### config.mk
export PLATFORM = sky130hd
export DESIGN_NAME = store_narrow
export DESIGN_NICKNAME = d
export VERILOG_FILES = /design/src/rtl/store_narrow.sv
export SDC_FILE = /design/constraint.sdc
export NUM_CORES = 1
export LEC_CHECK = 0
export ABC_CLOCK_PERIOD_IN_PS = 1800
export CAP_MARGIN = 30
export CORE_ASPECT_RATIO = 0.8
export CORE_MARGIN = 2
export CORE_UTILIZATION = 27
export DETAILED_ROUTE_END_ITERATION = 10
export GPL_TIMING_DRIVEN = 0
export PLACE_DENSITY_LB_ADDON = 0.05
export SLEW_MARGIN = 20
export SYNTH_ARGS = -nofsm -noshare
export SYNTH_HDL_FRONTEND = slang
export SYNTH_SLANG_ARGS = --single-unit
### constraint.sdc
create_clock -name clk -period 1.8 [get_ports clk]
set_input_delay 0.18 -clock clk [delete_from_list [all_inputs] [get_ports clk]]
set_output_delay 0.18 -clock clk [all_outputs]
set_load 0.1 [all_outputs]
### src/rtl/store_narrow.sv
// store_narrow: store-path narrowing unit. Takes a register value with a
// byte/halfword/word size and byte address, and issues a word-aligned memory
// write with lane-replicated data and byte enables over a valid/ack handshake.
// Ports: clk, rst_n (async, active-low); req_valid/req_ready, req_addr,
// req_data, req_size (00 B, 01 H, 10 W, 11 reserved), req_unsigned;
// mem_we, mem_addr, mem_wdata, mem_be, mem_ack; done, err_align,
// err_timeout, err_range (one-cycle pulses).
// Optional: define STORE_RANGE_CHECK_EN to flag narrowing that loses
// information; otherwise err_range is tied low.
module store_narrow #(
    parameter int ACK_TIMEOUT = 16
) (
    input  logic        clk,
    input  logic        rst_n,
    input  logic        req_valid,
    output logic        req_ready,
    input  logic [31:0] req_addr,
    input  logic [31:0] req_data,
    input  logic [1:0]  req_size,
    input  logic        req_unsigned,
    output logic        mem_we,
    output logic [31:0] mem_addr,
    output logic [31:0] mem_wdata,
    output logic [3:0]  mem_be,
    input  logic        mem_ack,
    output logic        done,
    output logic        err_align,
    output logic        err_timeout,
    output logic        err_range
);
    localparam int CW = $clog2(ACK_TIMEOUT + 1);
    localparam logic [CW-1:0] CNT_LAST = CW'(ACK_TIMEOUT - 1);

    typedef enum logic {IDLE, WRITE} state_t;

    state_t        state_q, state_d;
    logic [CW-1:0] cnt_q, cnt_d;
    logic          mem_we_q, mem_we_d;
    logic [31:0]   mem_addr_q, mem_addr_d;
    logic [31:0]   mem_wdata_q, mem_wdata_d;
    logic [3:0]    mem_be_q, mem_be_d;
    logic          done_q, done_d;
    logic          err_align_q, err_align_d;
    logic          err_timeout_q, err_timeout_d;

    logic          aligned;
    logic [31:0]   lane_data;
    logic [3:0]    lane_be;
    logic          accept_ok;

    // Alignment and little-endian lane placement of the incoming request.
    always_comb begin
        aligned   = 1'b0;
        lane_data = req_data;
        lane_be   = 4'b1111;
        unique case (req_size)
            2'b00: begin
                aligned   = 1'b1;
                lane_data = {4{req_data[7:0]}};
                lane_be   = 4'b0001 << req_addr[1:0];
            end
            2'b01: begin
                aligned   = ~req_addr[0];
                lane_data = {2{req_data[15:0]}};
                lane_be   = req_addr[1] ? 4'b1100 : 4'b0011;
            end
            2'b10: begin
                aligned = (req_addr[1:0] == 2'b00);
            end
            default: begin
                aligned = 1'b0;
            end
        endcase
    end

    assign accept_ok = (state_q == IDLE) && req_valid && aligned;

    always_comb begin
        state_d       = state_q;
        cnt_d         = cnt_q;
        mem_we_d      = mem_we_q;
        mem_addr_d    = mem_addr_q;
        mem_wdata_d   = mem_wdata_q;
        mem_be_d      = mem_be_q;
        done_d        = 1'b0;
        err_align_d   = 1'b0;
        err_timeout_d = 1'b0;
        unique case (state_q)
            IDLE: begin
                if (req_valid) begin
                    if (aligned) begin
                        state_d     = WRITE;
                        cnt_d       = '0;
                        mem_we_d    = 1'b1;
                        mem_addr_d  = {req_addr[31:2], 2'b00};
                        mem_wdata_d = lane_data;
                        mem_be_d    = lane_be;
                    end else begin
                        err_align_d = 1'b1;
                    end
                end
            end
            WRITE: begin
                // Ack takes priority over an expiring timeout on the same edge.
                if (mem_ack) begin
                    state_d  = IDLE;
                    mem_we_d = 1'b0;
                    done_d   = 1'b1;
                end else if (cnt_q == CNT_LAST) begin
                    state_d       = IDLE;
                    mem_we_d      = 1'b0;
                    err_timeout_d = 1'b1;
                end else begin
                    cnt_d = cnt_q + 1'b1;
                end
            end
            default: begin
                state_d = IDLE;
            end
        endcase
    end

    always_ff @(posedge clk or negedge rst_n) begin
        if (!rst_n) begin
            state_q       <= IDLE;
            cnt_q         <= '0;
            mem_we_q      <= 1'b0;
            mem_addr_q    <= '0;
            mem_wdata_q   <= '0;
            mem_be_q      <= '0;
            done_q        <= 1'b0;
            err_align_q   <= 1'b0;
            err_timeout_q <= 1'b0;
        end else begin
            state_q       <= state_d;
            cnt_q         <= cnt_d;
            mem_we_q      <= mem_we_d;
            mem_addr_q    <= mem_addr_d;
            mem_wdata_q   <= mem_wdata_d;
            mem_be_q      <= mem_be_d;
            done_q        <= done_d;
            err_align_q   <= err_align_d;
            err_timeout_q <= err_timeout_d;
        end
    end

    assign req_ready   = (state_q == IDLE);
    assign mem_we      = mem_we_q;
    assign mem_addr    = mem_addr_q;
    assign mem_wdata   = mem_wdata_q;
    assign mem_be      = mem_be_q;
    assign done        = done_q;
    assign err_align   = err_align_q;
    assign err_timeout = err_timeout_q;

`ifdef STORE_RANGE_CHECK_EN
    logic range_bad;
    logic rng_q, rng_d;
    logic err_range_q, err_range_d;

    // Bits dropped by narrowing must all equal the sign bit (signed)
    // or be zero (unsigned).
    always_comb begin
        range_bad = 1'b0;
        unique case (req_size)
            2'b00: range_bad = req_unsigned ? (req_data[31:8] != 24'd0)
                             : (req_data[31:8] != {24{req_data[7]}});
            2'b01: range_bad = req_unsigned ? (req_data[31:16] != 16'd0)
                             : (req_data[31:16] != {16{req_data[15]}});
            default: range_bad = 1'b0;
        endcase
    end

    always_comb begin
        rng_d       = rng_q;
        err_range_d = 1'b0;
        if (accept_ok) begin
            rng_d = range_bad;
        end
        if ((state_q == WRITE) && mem_ack) begin
            err_range_d = rng_q;
        end
    end

    always_ff @(posedge clk or negedge rst_n) begin
        if (!rst_n) begin
            rng_q       <= 1'b0;
            err_range_q <= 1'b0;
        end else begin
            rng_q       <= rng_d;
            err_range_q <= err_range_d;
        end
    end

    assign err_range = err_range_q;
`else
    logic unused_range_inputs;
    assign unused_range_inputs = req_unsigned ^ accept_ok;
    assign err_range = 1'b0;
`endif

endmodule

# After elaboration in Yosys (flattened, before gate mapping)
# Index checks and enable logic that the tools add are counted.
[word_totals] register_bits=76 in_bits=71 wordCells=53
[op_classes] addsub=1 eq_ne=8 n_shift=1 muxes=27 bitwise=2 n_reduce_logical=5
[ops] operator="$pmux W32 S2" n=1
[ops] operator="$mux W5" n=4
[ops] operator="$mux W1" n=16
[ops] operator="$pmux W5 S2" n=1
[ops] operator="$pmux W4 S2" n=1
[ops] operator="$ne A2 B2 Y1 const B" n=3
[ops] operator="$reduce_and A3 Y1" n=2
[ops] operator="$add A5 B1 Y5 const B" n=1
[ops] operator="$eq A5 B4 Y1 const B" n=1
[ops] operator="$logic_not A2 Y1" n=2
[ops] operator="$mux W4" n=1
[ops] operator="$pmux W1 S2" n=2
[ops] operator="$reduce_and A4 Y1" n=1
[ops] operator="$shl A1 B2 Y4 const A" n=1
[ops] operator="$ne A3 B2 Y1 const B" n=1
[ops] operator="$pmux W1 S3" n=1
[ops] operator="$eq A2 B1 Y1 const B" n=1
[ops] operator="$eq A2 B2 Y1 const B" n=1
[ops] operator="$ne A2 B1 Y1 const B" n=1
[ops] operator="$not A1 Y1" n=2

# Longest topological paths before layout
# Gate-level depths: netlist of the first run.
[depth] depth_word=5 depth_mapped=7 ltp_nobuf=6

# Worst setup path after synthesis of the first run
# OpenSTA, ideal clock, no wires.
[synth_timing] path_kind="reg2reg" from="register cnt_q[0]" to="register cnt_q[2]" setup_time_ns=0.077 arrival_ns=1.893 path_slack_ns=-0.170 path_stages_with_launch=8 period_less_slack_ns=1.970 path_cell_list="dfrtp_1 -> ha_1 -> and3_1 -> ha_1 -> or3b_1 -> buf_2 -> or3_1 -> a21oi_1"
[synth_via] elab_chain_cells=4
[synth_lines] element="from (decl)" line_no="37" rtl="logic [CW-1:0] cnt_q, cnt_d;"
[synth_lines] element="from (signal assigned)" line_no="136" rtl="cnt_q <= cnt_d;"
[synth_lines] element="$add A5 B1 Y5" line_no="114" rtl="cnt_d = cnt_q + 1'b1;"
[synth_lines] element="$mux W5" line_no="109" rtl="end else if (cnt_q == CNT_LAST) begin"
[synth_lines] element="$mux W5" line_no="105" rtl="if (mem_ack) begin"
[synth_lines] element="$pmux W5 S2" line_no="88" rtl="unique case (state_q)"
# Several ways; a longest one is shown, not always the timed one. The select of a mux whose other input is x is not followed.
# A chain may end at the register's enable or synchronous reset.

# Worst setup path in the final report of the first run
# Ends and elaborated chain as after synthesis.

==> metrics.md, run 1 <==
| Metric | Value |
|---|---|
| Filler Cells Inserted | around 1200 |
| Clock root buffer | clkbuf_16 |
| H-tree level count | 3 |
| Wire length of the first global-routing pass | roughly 15000 um |
| Reg2reg end | cnt_q[2]$_DFFE_PN0P_ |
| Largest area contributor in the netlist | dfrtp_1 |
| RSZ-0062 raised after global routing | true |
| Vias | 2451 |
| Crit path kind | reg -> reg |
| Finished layout cell area | about 0.0056 mm2 |
| Routed wire length | about 9000 um |
| Cell count after placement | about 560 |
| Area Growth Syn to Fin | 55.0% |
| Vias per cell | ~4.2 |
| Antenna diodes | 0 |
| Hold_ws | roughly 0.32 ns |
| Num CTS Buffers | 9 |
| Final setup skew | 0.00677 ns |
| Worst-Margin Slew | between 0.9 and 1 ns |
| Num rows | 37 |
| Status | finished, violations left |
| Drt drc | 0 |
| TritonCTS clock tree | yes |
| FF-to-FF Start | cnt_q[0]$_DFFE_PN0P_ |
| Final setup margin | -0.150 ns |
| Share of the synthesized area in the top cell type | ~52% |
| Synthesized flop and latch total | 76 |
| Nets | between 400 and 500 |
| CP Capture Point | cnt_q[2]$_DFFE_PN0P_ |
| Post-synthesis sequential area ratio | a little over half |
| Asr flop ratio synth | 100% |
| Mapped Area | 0.00363 mm2 |
| Crit. End Element | flop |
| Critical path startpoint | cnt_q[0]$_DFFE_PN0P_ |
| Initial core utilization | 27.9% |
| Half-perimeter wire length after placement | about 6300 um |
| Worst-path clk slew | 0.06 ns |
| EDFF count, synth | 0 |
| Reg2Reg Depth | 7 |
| Top FF cell, synth | dfrtp_1 |
| TritonRoute pass-1 iters | 4 |
| Post-Layout Cell Count | just under 600 |
| Min Tclk post-route | slightly below 2 ns |
| CTS Sinks | 76 |
| Max capacitance violation total | 0 |
| Worst Hold Class | in -> reg |
| Setup violations, final | 5 |
| Dpl cell area | 0.00530 mm2 |
| Commonest cells in the netlist | dfrtp_1, mux2_4, mux2_2 |
| Vias in the first global route | approximately 2700 |
| Syn Area/Cell | about 15 um2 |
| WHS Path Cells | 3 |
| Final ANT Viol Nets | 0 |
| Total core area | approximately 0.013 mm2 |
| Fmax | 513 MHz |
| Most frequent cell after synthesis | dfrtp_1 |
| Final weighted congestion in routability-driven placement | between 0.6 and 0.7 |
| Die Ht | 108 um |
| Layout cells sized above 1 | around a third |
| FF/Latch Area | approximately 0.0019 mm2 |
| Clock Tree Buf Depth | 2 |
| Clock latency on the worst-skew pair | around 0.33 ns |
| Multi-input logic area | about 0.0016 mm2 |
| Reg-to-reg setup timing slack | -0.15 ns |
| CP Launch Type | flop |
| Die Wd | 134 um |
| Slew HR | about a third |
| Synth warn | 0 |
| VDD IR-drop max | around 0.66 mV |
| Slew Limit Fails | 0 |
| Hold Fails Final Rpt | 0 |
| Final Cycle Share | 108% |
| Cell Pwr Density | between 1500 and 2000 mW/mm2 |
| Failing checks | negative setup slack |
| I/O pins | between 100 and 150 |
| Largest cells by area after synthesis | dfrtp_1, mux2_4, mux2_2 |
| Initial antenna violation count | 0 |
| Critical path arrival | about 2.2 ns |
| IO buf count | 139 |
| Critical Path RT | 2.06 ns |
| Gr ovfl total | 0 |
| Die area | about 0.014 mm2 |
| Global-route usage over all layers | a little over an eighth |
| Wirelength per Cell | 15.8 um |
| Post-Syn Instances | roughly 240 |
| Critical path peak fanout | 4 |
| LEAKAGE | between 2 and 3 nW |
| DR iter-0 viols | 73 |
| Largest net degree at the start of global routing | 43 |
| Post-synth cell types | 34 |
## report_power, final
part | total, mW | switching [mW] | leakage, nW | internal [mW]
registers | 2.36 | 0.219 | 0.910 | 2.14
logic | 4.91 | 3.71 | 1.50 | 1.19
clock network | 1.93 | 0.723 | 0.155 | 1.21
## what timing repair did
item	4_1_cts	5_1_grt
buffers inserted	4	2
setup endpoints to repair	83	10
resized for setup	78	16
pin swaps	3	5
hold buffers	1	0
endpoints found under the hold margin	34	0
## area by class of cell
cell class,count,share of cell area (%)
Sequential cell,76,33.8
Multi-Input combinational cell,146,28.2
Timing Repair Buffer,147,24.7
Clock buffer,9,4.00
Tap cell,175,3.89
Buffer,17,3.47
Clock inverter,7,1.62
Inverter,5,0.334
## how the worst min path moves through the flow
stage	startpoint	endpoint
floorplan	rst_n	cnt_q[0]$_DFFE_PN0P_
detailed placement	rst_n	cnt_q[4]$_DFFE_PN0P_
CTS	req_size[0]	err_align$_DFF_PN0_
global route	req_size[0]	err_align$_DFF_PN0_
global placement	mem_be[0]$_DFFE_PN0P_	mem_be[0]$_DFFE_PN0P_
finish	req_size[0]	err_align$_DFF_PN0_
## state kept, by name (all words and copies together) (netlist names)
register / count
state_q: 1
mem_addr: 30
cnt_q: 5
mem_be: 4
err_align: 1
mem_wdata: 32
mem_we: 1
done: 1
err_timeout: 1
## stage by stage
| step | utilization (%) | setup TNS (ns) | total power [mW] | setup slack [ns] |
|---|---|---|---|---|
| after floorplan | - | -0.0700 | 6.30 | -0.0700 |
| after global placement | 40.5 | -197.56 | 7.54 | -2.47 |
| after detailed placement | 40.7 | -10.90 | 7.55 | -0.423 |
| after CTS | 42.8 | -0.262 | 9.28 | -0.149 |
| after global routing | 43.2 | -0.776 | 9.59 | -0.215 |
| final | 43.2 | -0.458 | 9.20 | -0.150 |
## worst max-delay path: stages (launching register included)
cell and delay [ns]:
dfrtp_1 0.39, ha_2 0.20, and3_4 0.19, ha_4 0.16, or3b_4 0.37, buf_6 0.13
or3_4 0.32, a21oi_2 0.12
## cell usage in the layout, fill, tap and decap left out, drive strengths merged, types with 2 or more instances in the layout
cell and count:
clkbuf 12, mux2 80, inv 5, o21ai 13, ha 2, o21bai 2, clkinv 4, dfrtp 76
bufinv 2, dlygate4sd2 67, clkdlybuf4s15 3, nor3 2, conb 3, nand2b 2, or3 2, nor2 2
mux2i 9, clkdlybuf4s50 67, buf 23, a21oi 4, o22ai 2, nand2 12
## kinds of logic (layout without fill, tap and decap cells)
kind of cell | count (synthesis) | in the layout | share of synthesized area (%)
muxes | 89 | 89 | 32.8
DFF | 76 | 76 | 52.4
and+or+nand+nor | 27 | 27 | 4.03
AOI/OAI and AO/OA | 25 | 25 | 4.31
buffers and inverters | 22 | 185 | 5.66
adders and majority gates | 2 | 2 | 0.690
other | 1 | 3 | 0.103
## metal layers
metal	part of all wire (%)	GRT usage, %
met1	47	18.0
met2	44	20.5
met3	8.0	5.27
met4	1.3	4.33
met5	0	0
(Power assumes the default switching activity.)
==> run 2: changes to the inputs <==
--- a/config.mk
+++ b/config.mk
@@ -13,6 +13,7 @@
 export DETAILED_ROUTE_END_ITERATION = 10
 export GPL_TIMING_DRIVEN = 0
 export PLACE_DENSITY_LB_ADDON = 0.05
+export SKIP_LAST_GASP = 1
 export SLEW_MARGIN = 20
 export SYNTH_ARGS = -nofsm -noshare
 export SYNTH_HDL_FRONTEND = slang
==> run 2 against run 1 <==
Effect of this change:
- the run still ends with negative setup slack left
- global-route usage stayed put
- critical path depth stayed put
- sequential share of layout area up 0.068 points
- utilization fell by 0.087 points
- die area is the same
- worst setup slack hardly changed
- highest routed layer unchanged
==> metrics.md, run 2 (synthesized netlist as in run 1, its figures left out) <==
| Metric | Value |
|---|---|
| Final weighted congestion in routability-driven placement | 0.681 |
| Half-perimeter wire length after placement | ~6300 um |
| Vias | roughly 2500 |
| WP buf/inv | 1 |
| Gr ovfl total | 0 |
| CP Launch Type | flop |
| Die area | ~0.014 mm2 |
| Layout Utilization | about 43% |
| Dpl cell area | roughly 0.0053 mm2 |
| Wire length of the first global-routing pass | ~15000 um |
| VDD IR-drop max | 0.663 mV |
| Final Cycle Share | 108% |
| Max capacitance violation total | 0 |
| Psw | roughly 4.7 mW |
| P_int | 4.54 mW |
| Clock network fraction of total power | between 20% and 30% |
| Final setup margin | -0.150 ns |
| Initial antenna violation count | 0 |
| Layout cells sized above 1 | 33.7% |
| Antenna diodes | 0 |
| Commonest cells after routing, fill and taps aside | dfrtp_1, clkdlybuf4s50_1, dlygate4sd2_1 |
| CP max-delay cell | dfrtp_1 |
| Worst-path clk slew | roughly 0.06 ns |
| Clock latency on the worst-skew pair | between 0.3 and 0.4 ns |
| Net Sw Frac | 50.6% |
| LEAKAGE | between 2 and 3 nW |
| RSZ-0062 raised after global routing | true |
| Most common cell after layout, fill and taps aside | dfrtp_1 |
| Finished layout cell area | 0.00561 mm2 |
| Die Ht | roughly 110 um |
| Cell family with most CP delay | simple AND/OR/NAND/NOR gates |
| Slew HR | approximately a third |
| Critical path peak fanout | 4 |
| Drt drc | 0 |
| Final setup skew | 0.00700 ns |
| Clock root buffer | clkbuf_16 |
| H-tree level count | 3 |
| Seq pwr share | 25.7% |
| I/O pins | approximately 150 |
| Filler Cells Inserted | around 1200 |
| Reg2Reg Depth | 7 |
| Largest net degree at the start of global routing | 43 |
| Area Growth Syn to Fin | 54.7% |
| Largest register FFs | 32 |
| Wirelength per Cell | 15.8 um |
| Fmax | 513 MHz |
| Num CTS Buffers | 9 |
| Cell Pwr Density | 1640 mW/mm2 |
| Failing checks | negative setup slack |
| Initial core utilization | ~28% |
| TritonRoute pass-1 iters | 4 |
| Critical Path RT | 2.06 ns |
| Hold Fails Final Rpt | 0 |
| Logic pwr share | ~53% |
| IO buf count | roughly 140 |
| Vias in the first global route | 2683 |
| DR iter-0 viols | 73 |
| Status | finished, violations left |
| Worst path cell trace | ha_2 > and3_4 > ha_4 > or3b_4 > buf_6 > or3_4 > a21oi_2 |
| Critical path arrival | approximately 2.2 ns |
| Worst-Margin Slew | between 0.9 and 1 ns |
| TritonCTS clock tree | yes |
| Vias per cell | between 4 and 5 |
| CTS Sinks | 76 |
| WHS Path Cells | 3 |
| Crit. End Element | flop |
| WP depth | 7 |
| Nets | between 400 and 500 |
| Slew Limit Fails | 0 |
| Crit path kind | reg -> reg |
| Num rows | 37 |
| Min Tclk post-route | 1.95 ns |
| Slowest stage delay, CP | 0.39 ns |
| Die Wd | 134 um |
| Routed wire length | approximately 9200 um |
| Setup TNS | -0.468 ns |
| Total core area | roughly 0.013 mm2 |
| Clock Tree Buf Depth | 2 |
| Setup violations, final | 5 |
| Worst Hold Class | in -> reg |
| Final ANT Viol Nets | 0 |
| Global-route usage over all layers | between 10% and 20% |
run 2: metrics by stage:
stage | std cells | setup WS (ns) | hold WS [ns] | power [mW]
5_1_grt | 582 | -0.215 | 0.347 | 9.58
4_1_cts | 580 | -0.149 | 0.314 | 9.28
3_5_place_dp | 559 | -0.423 | 0.186 | 7.55
6_report | 582 | -0.150 | 0.323 | 9.19
2_1_floorplan | 244 | -0.0700 | -0.116 | 6.30
3_3_place_gp | 558 | -2.47 | 0.465 | 7.54
run 2: worst min-delay path, delay by kind of cell:
| kind | cells | cell delay, ns |
|---|---|---|
| compound gates | 1 | 0.20 |
| simple gates | 1 | 0.07 |
| buf+inv | 1 | 0.16 |
run 2: what timing repair did:
item / CTS / global route
endpoints found under the hold margin: 34 / 0
buffers inserted: 4 / 2
setup endpoints to repair: 83 / 11
hold buffers: 1 / 0
pin swaps: 3 / 5
resized for setup: 76 / 16
run 2: path summary, 6_finish.rpt:
check / from / endpoint / slack (ns)
setup / recovery: cnt_q[0]$_DFFE_PN0P_ / cnt_q[2]$_DFFE_PN0P_ / -0.15
hold / removal: req_size[0] / err_align$_DFF_PN0_ / 0.32
setup reg to reg: cnt_q[0]$_DFFE_PN0P_ / cnt_q[2]$_DFFE_PN0P_ / -0.15
hold reg to reg: mem_be[0]$_DFFE_PN0P_ / mem_be[0]$_DFFE_PN0P_ / 0.48
max in group asynchronous: rst_n / mem_wdata[27]$_DFFE_PN0P_ / 0.86
min in group asynchronous: rst_n / cnt_q[4]$_DFFE_PN0P_ / 0.37
run 2: layout make-up:
cell class / count / area [um2] / area share, %
Multi-Input combinational cell: 146 / 1580 / 28.2
Buffer: 17 / 195 / 3.48
Clock inverter: 7 / 91.3 / 1.63
Inverter: 5 / 18.8 / 0.334
Tap cell: 175 / 219 / 3.90
Clock buffer: 9 / 225 / 4.01
Timing Repair Buffer: 147 / 1380 / 24.6
Sequential cell: 76 / 1900 / 33.9
run 2: power groups by stage:
stage / Combinational (mW) / Clock [mW] / Sequential [mW]
finish: 4.90 / 1.93 / 2.36
global route: 5.06 / 2.09 / 2.43
CTS: 4.89 / 2.01 / 2.37
detailed placement: 5.14 / 0 / 2.41
global placement: 5.14 / 0 / 2.40
floorplan: 0.868 / 0 / 5.44
run 2: layer usage:
metal | vias up | track usage [%] | wire length [um]
li1 | 1167 | - | -
met1 | 1185 | 18.0 | 4290
met5 | - | 0 | 0
met3 | 9 | 5.27 | 734
met2 | 92 | 20.5 | 4050
met4 | 0 | 4.33 | 121
==> run 3: changes to the inputs <==
--- a/config.mk
+++ b/config.mk
@@ -5,13 +5,13 @@
 export SDC_FILE = /design/constraint.sdc
 export NUM_CORES = 1
 export LEC_CHECK = 0
+export ABC_AREA = 0
 export ABC_CLOCK_PERIOD_IN_PS = 1800
 export CAP_MARGIN = 30
 export CORE_ASPECT_RATIO = 0.8
 export CORE_MARGIN = 2
 export CORE_UTILIZATION = 27
 export DETAILED_ROUTE_END_ITERATION = 10
-export GPL_TIMING_DRIVEN = 0
 export PLACE_DENSITY_LB_ADDON = 0.05
 export SKIP_LAST_GASP = 1
 export SLEW_MARGIN = 20
==> run 3 against run 2 <==
Effect of this change:
- largest power group unchanged
- non-clock buffer count up 5
- critical path depth down 1
- cell count up 0.86%
- the run still ends with negative setup slack left
- utilization down 0.18 points
==> metrics.md, run 3 (synthesized netlist as in run 1, its figures left out) <==
| Metric | Value |
|---|---|
| Largest net degree at the start of global routing | 34 |
| Worst-Margin Slew | ~0.49 ns |
| Global-route usage over all layers | between 10% and 20% |
| Crit path kind | reg -> reg |
| FF-to-FF Start | cnt_q[1]$_DFFE_PN0P_ |
| Gr ovfl total | 0 |
| FF/Latch Area | between 0.0015 and 0.002 mm2 |
| Final setup margin | -0.0204 ns |
| Vias in the first global route | around 2600 |
| TritonCTS clock tree | yes |
| Dpl cell area | around 0.0052 mm2 |
| Worst Hold Class | in -> async |
| Antenna diodes | 0 |
| Initial core utilization | between 20 and 30% |
| Max capacitance violation total | 0 |
| Final setup skew | roughly 0.0055 ns |
| Setup WS pre-CTS | -0.150 ns |
| Nets | 480 |
| IO buf count | 140 |
| DR iter-0 viols | slightly below 70 |
| Wire length of the first global-routing pass | ~14000 um |
| Drt drc | 0 |
| Reg-to-reg setup timing slack | -0.02 ns |
| Tot Pwr | roughly 9.5 mW |
| H-tree level count | 3 |
| Die area | 0.0144 mm2 |
| Slew HR | approximately two thirds |
| Clock latency on the worst-skew pair | around 0.33 ns |
| CTS Sinks | between 70 and 80 |
| Area Growth Syn to Fin | 54.0% |
| VDD IR-drop max | between 0.7 and 0.8 mV |
| CP Launch Type | flop |
| Worst-path clk slew | about 0.060 ns |
| Final weighted congestion in routability-driven placement | between 0.7 and 0.8 |
| Wirelength per Cell | around 15 um |
| Initial antenna violation count | 0 |
| LEAKAGE | roughly 2.6 nW |
| Vias | ~2500 |
| Clock Tree Buf Depth | 2 |
| I/O pins | between 100 and 150 |
| Num rows | 37 |
| Fmax | 549 MHz |
| Die Wd | 134 um |
| Reg2Reg Depth | 6 |
| Crit. End Element | flop |
| Filler Cells Inserted | about 1200 |
| Half-perimeter wire length after placement | between 6000 and 7000 um |
| Largest register FFs | 32 |
| Critical path arrival | between 2 and 2.5 ns |
| Hold Fails Final Rpt | 0 |
| Vias per cell | about 4.2 |
| Status | finished, violations left |
| Min Tclk post-route | ~1.8 ns |
| Die Ht | 108 um |
| Layout cells sized above 1 | 51.2% |
| Routed wire length | 8900 um |
| Most common cell after layout, fill and taps aside | buf_4 |
| Num CTS Buffers | 9 |
| Critical path peak fanout | 5 |
| Setup violations, final | 2 |
| TritonRoute pass-1 iters | 4 |
| Cell Pwr Density | about 1700 mW/mm2 |
| Reg2reg end | cnt_q[3]$_DFFE_PN0P_ |
| Clock root buffer | clkbuf_16 |
| Multi-input logic area | between 0.0015 and 0.002 mm2 |
| Finished layout cell area | about 0.0056 mm2 |
| Final ANT Viol Nets | 0 |
| Failing checks | negative setup slack |
| Total core area | approximately 0.013 mm2 |
| Final Cycle Share | 101% |
| Critical Path RT | about 2 ns |
| RSZ-0062 raised after global routing | true |
| Slew Limit Fails | 0 |
| Commonest cells after routing, fill and taps aside | buf_4, dfrtp_1, clkdlybuf4s50_1 |
[run 3: layout make-up]
type | instances | area share (%)
timing repair buffer | 169 | 27.3
inverter | 5 | 0.336
tap | 175 | 3.92
multi-input combinational | 146 | 28.3
clock buffer | 9 | 4.03
clock inverter | 7 | 2.06
sequential | 76 | 34.0
[run 3: per-stage QoR]
stage	util (%)	hold WS, ns	setup TNS [ns]	instances
global placement	39.8	0.156	-7.69	568
CTS	42.7	0.349	-0.101	586
global route	43.0	0.387	-0.261	587
floorplan	-	-0.116	-0.0700	244
detailed placement	39.8	0.158	-8.55	568
finish	43.0	0.334	-0.0391	587
[run 3: how the worst max path moves through the flow]
stage                     cells after the start                 start  slack, ns                        end
final                                         6  cnt_q[1]$_DFFE_PN0P_      -0.02       cnt_q[3]$_DFFE_PN0P_
after global routing                          6  cnt_q[1]$_DFFE_PN0P_      -0.07       cnt_q[3]$_DFFE_PN0P_
after CTS                                     6  cnt_q[0]$_DFFE_PN0P_      -0.04       cnt_q[3]$_DFFE_PN0P_
after detailed placement                      5           req_size[0]      -0.15  mem_wdata[16]$_DFFE_PN0P_
after global placement                        5           req_size[0]      -0.13      mem_be[1]$_DFFE_PN0P_
after floorplan                               7  cnt_q[1]$_DFFE_PN0P_      -0.07       cnt_q[2]$_DFFE_PN0P_
[run 3: critical path: stages (launching register included)]
cell     delay, ns
dfrtp_1       0.38
ha_2          0.19
and3_4        0.18
ha_4          0.15
or3b_4        0.40
or3_4         0.34
a21oi_2       0.11
[run 3: layer usage]
layer	GRT usage, %	wire (um)	vias up
met5	0	0	-
met4	3.42	37	0
met3	5.18	666	3
met2	18.2	3920	86
met1	18.1	4280	1185
li1	-	-	1176
[run 3: where the power goes]
part | leakage [nW] | internal, mW | switching (mW) | total, mW
sequential | 0.910 | 2.15 | 0.249 | 2.39
clock | 0.161 | 1.35 | 0.701 | 2.05
combinational | 1.48 | 1.34 | 3.69 | 5.03
[run 3: timing repair]
action                                  in CTS  in global routing
pin swaps                                    9                  4
endpoints found under the setup margin       5                  5
buffers inserted                             1                  1
endpoints found under the hold margin       29                  0
hold buffers                                 1                  0
resized for setup                            8                  5
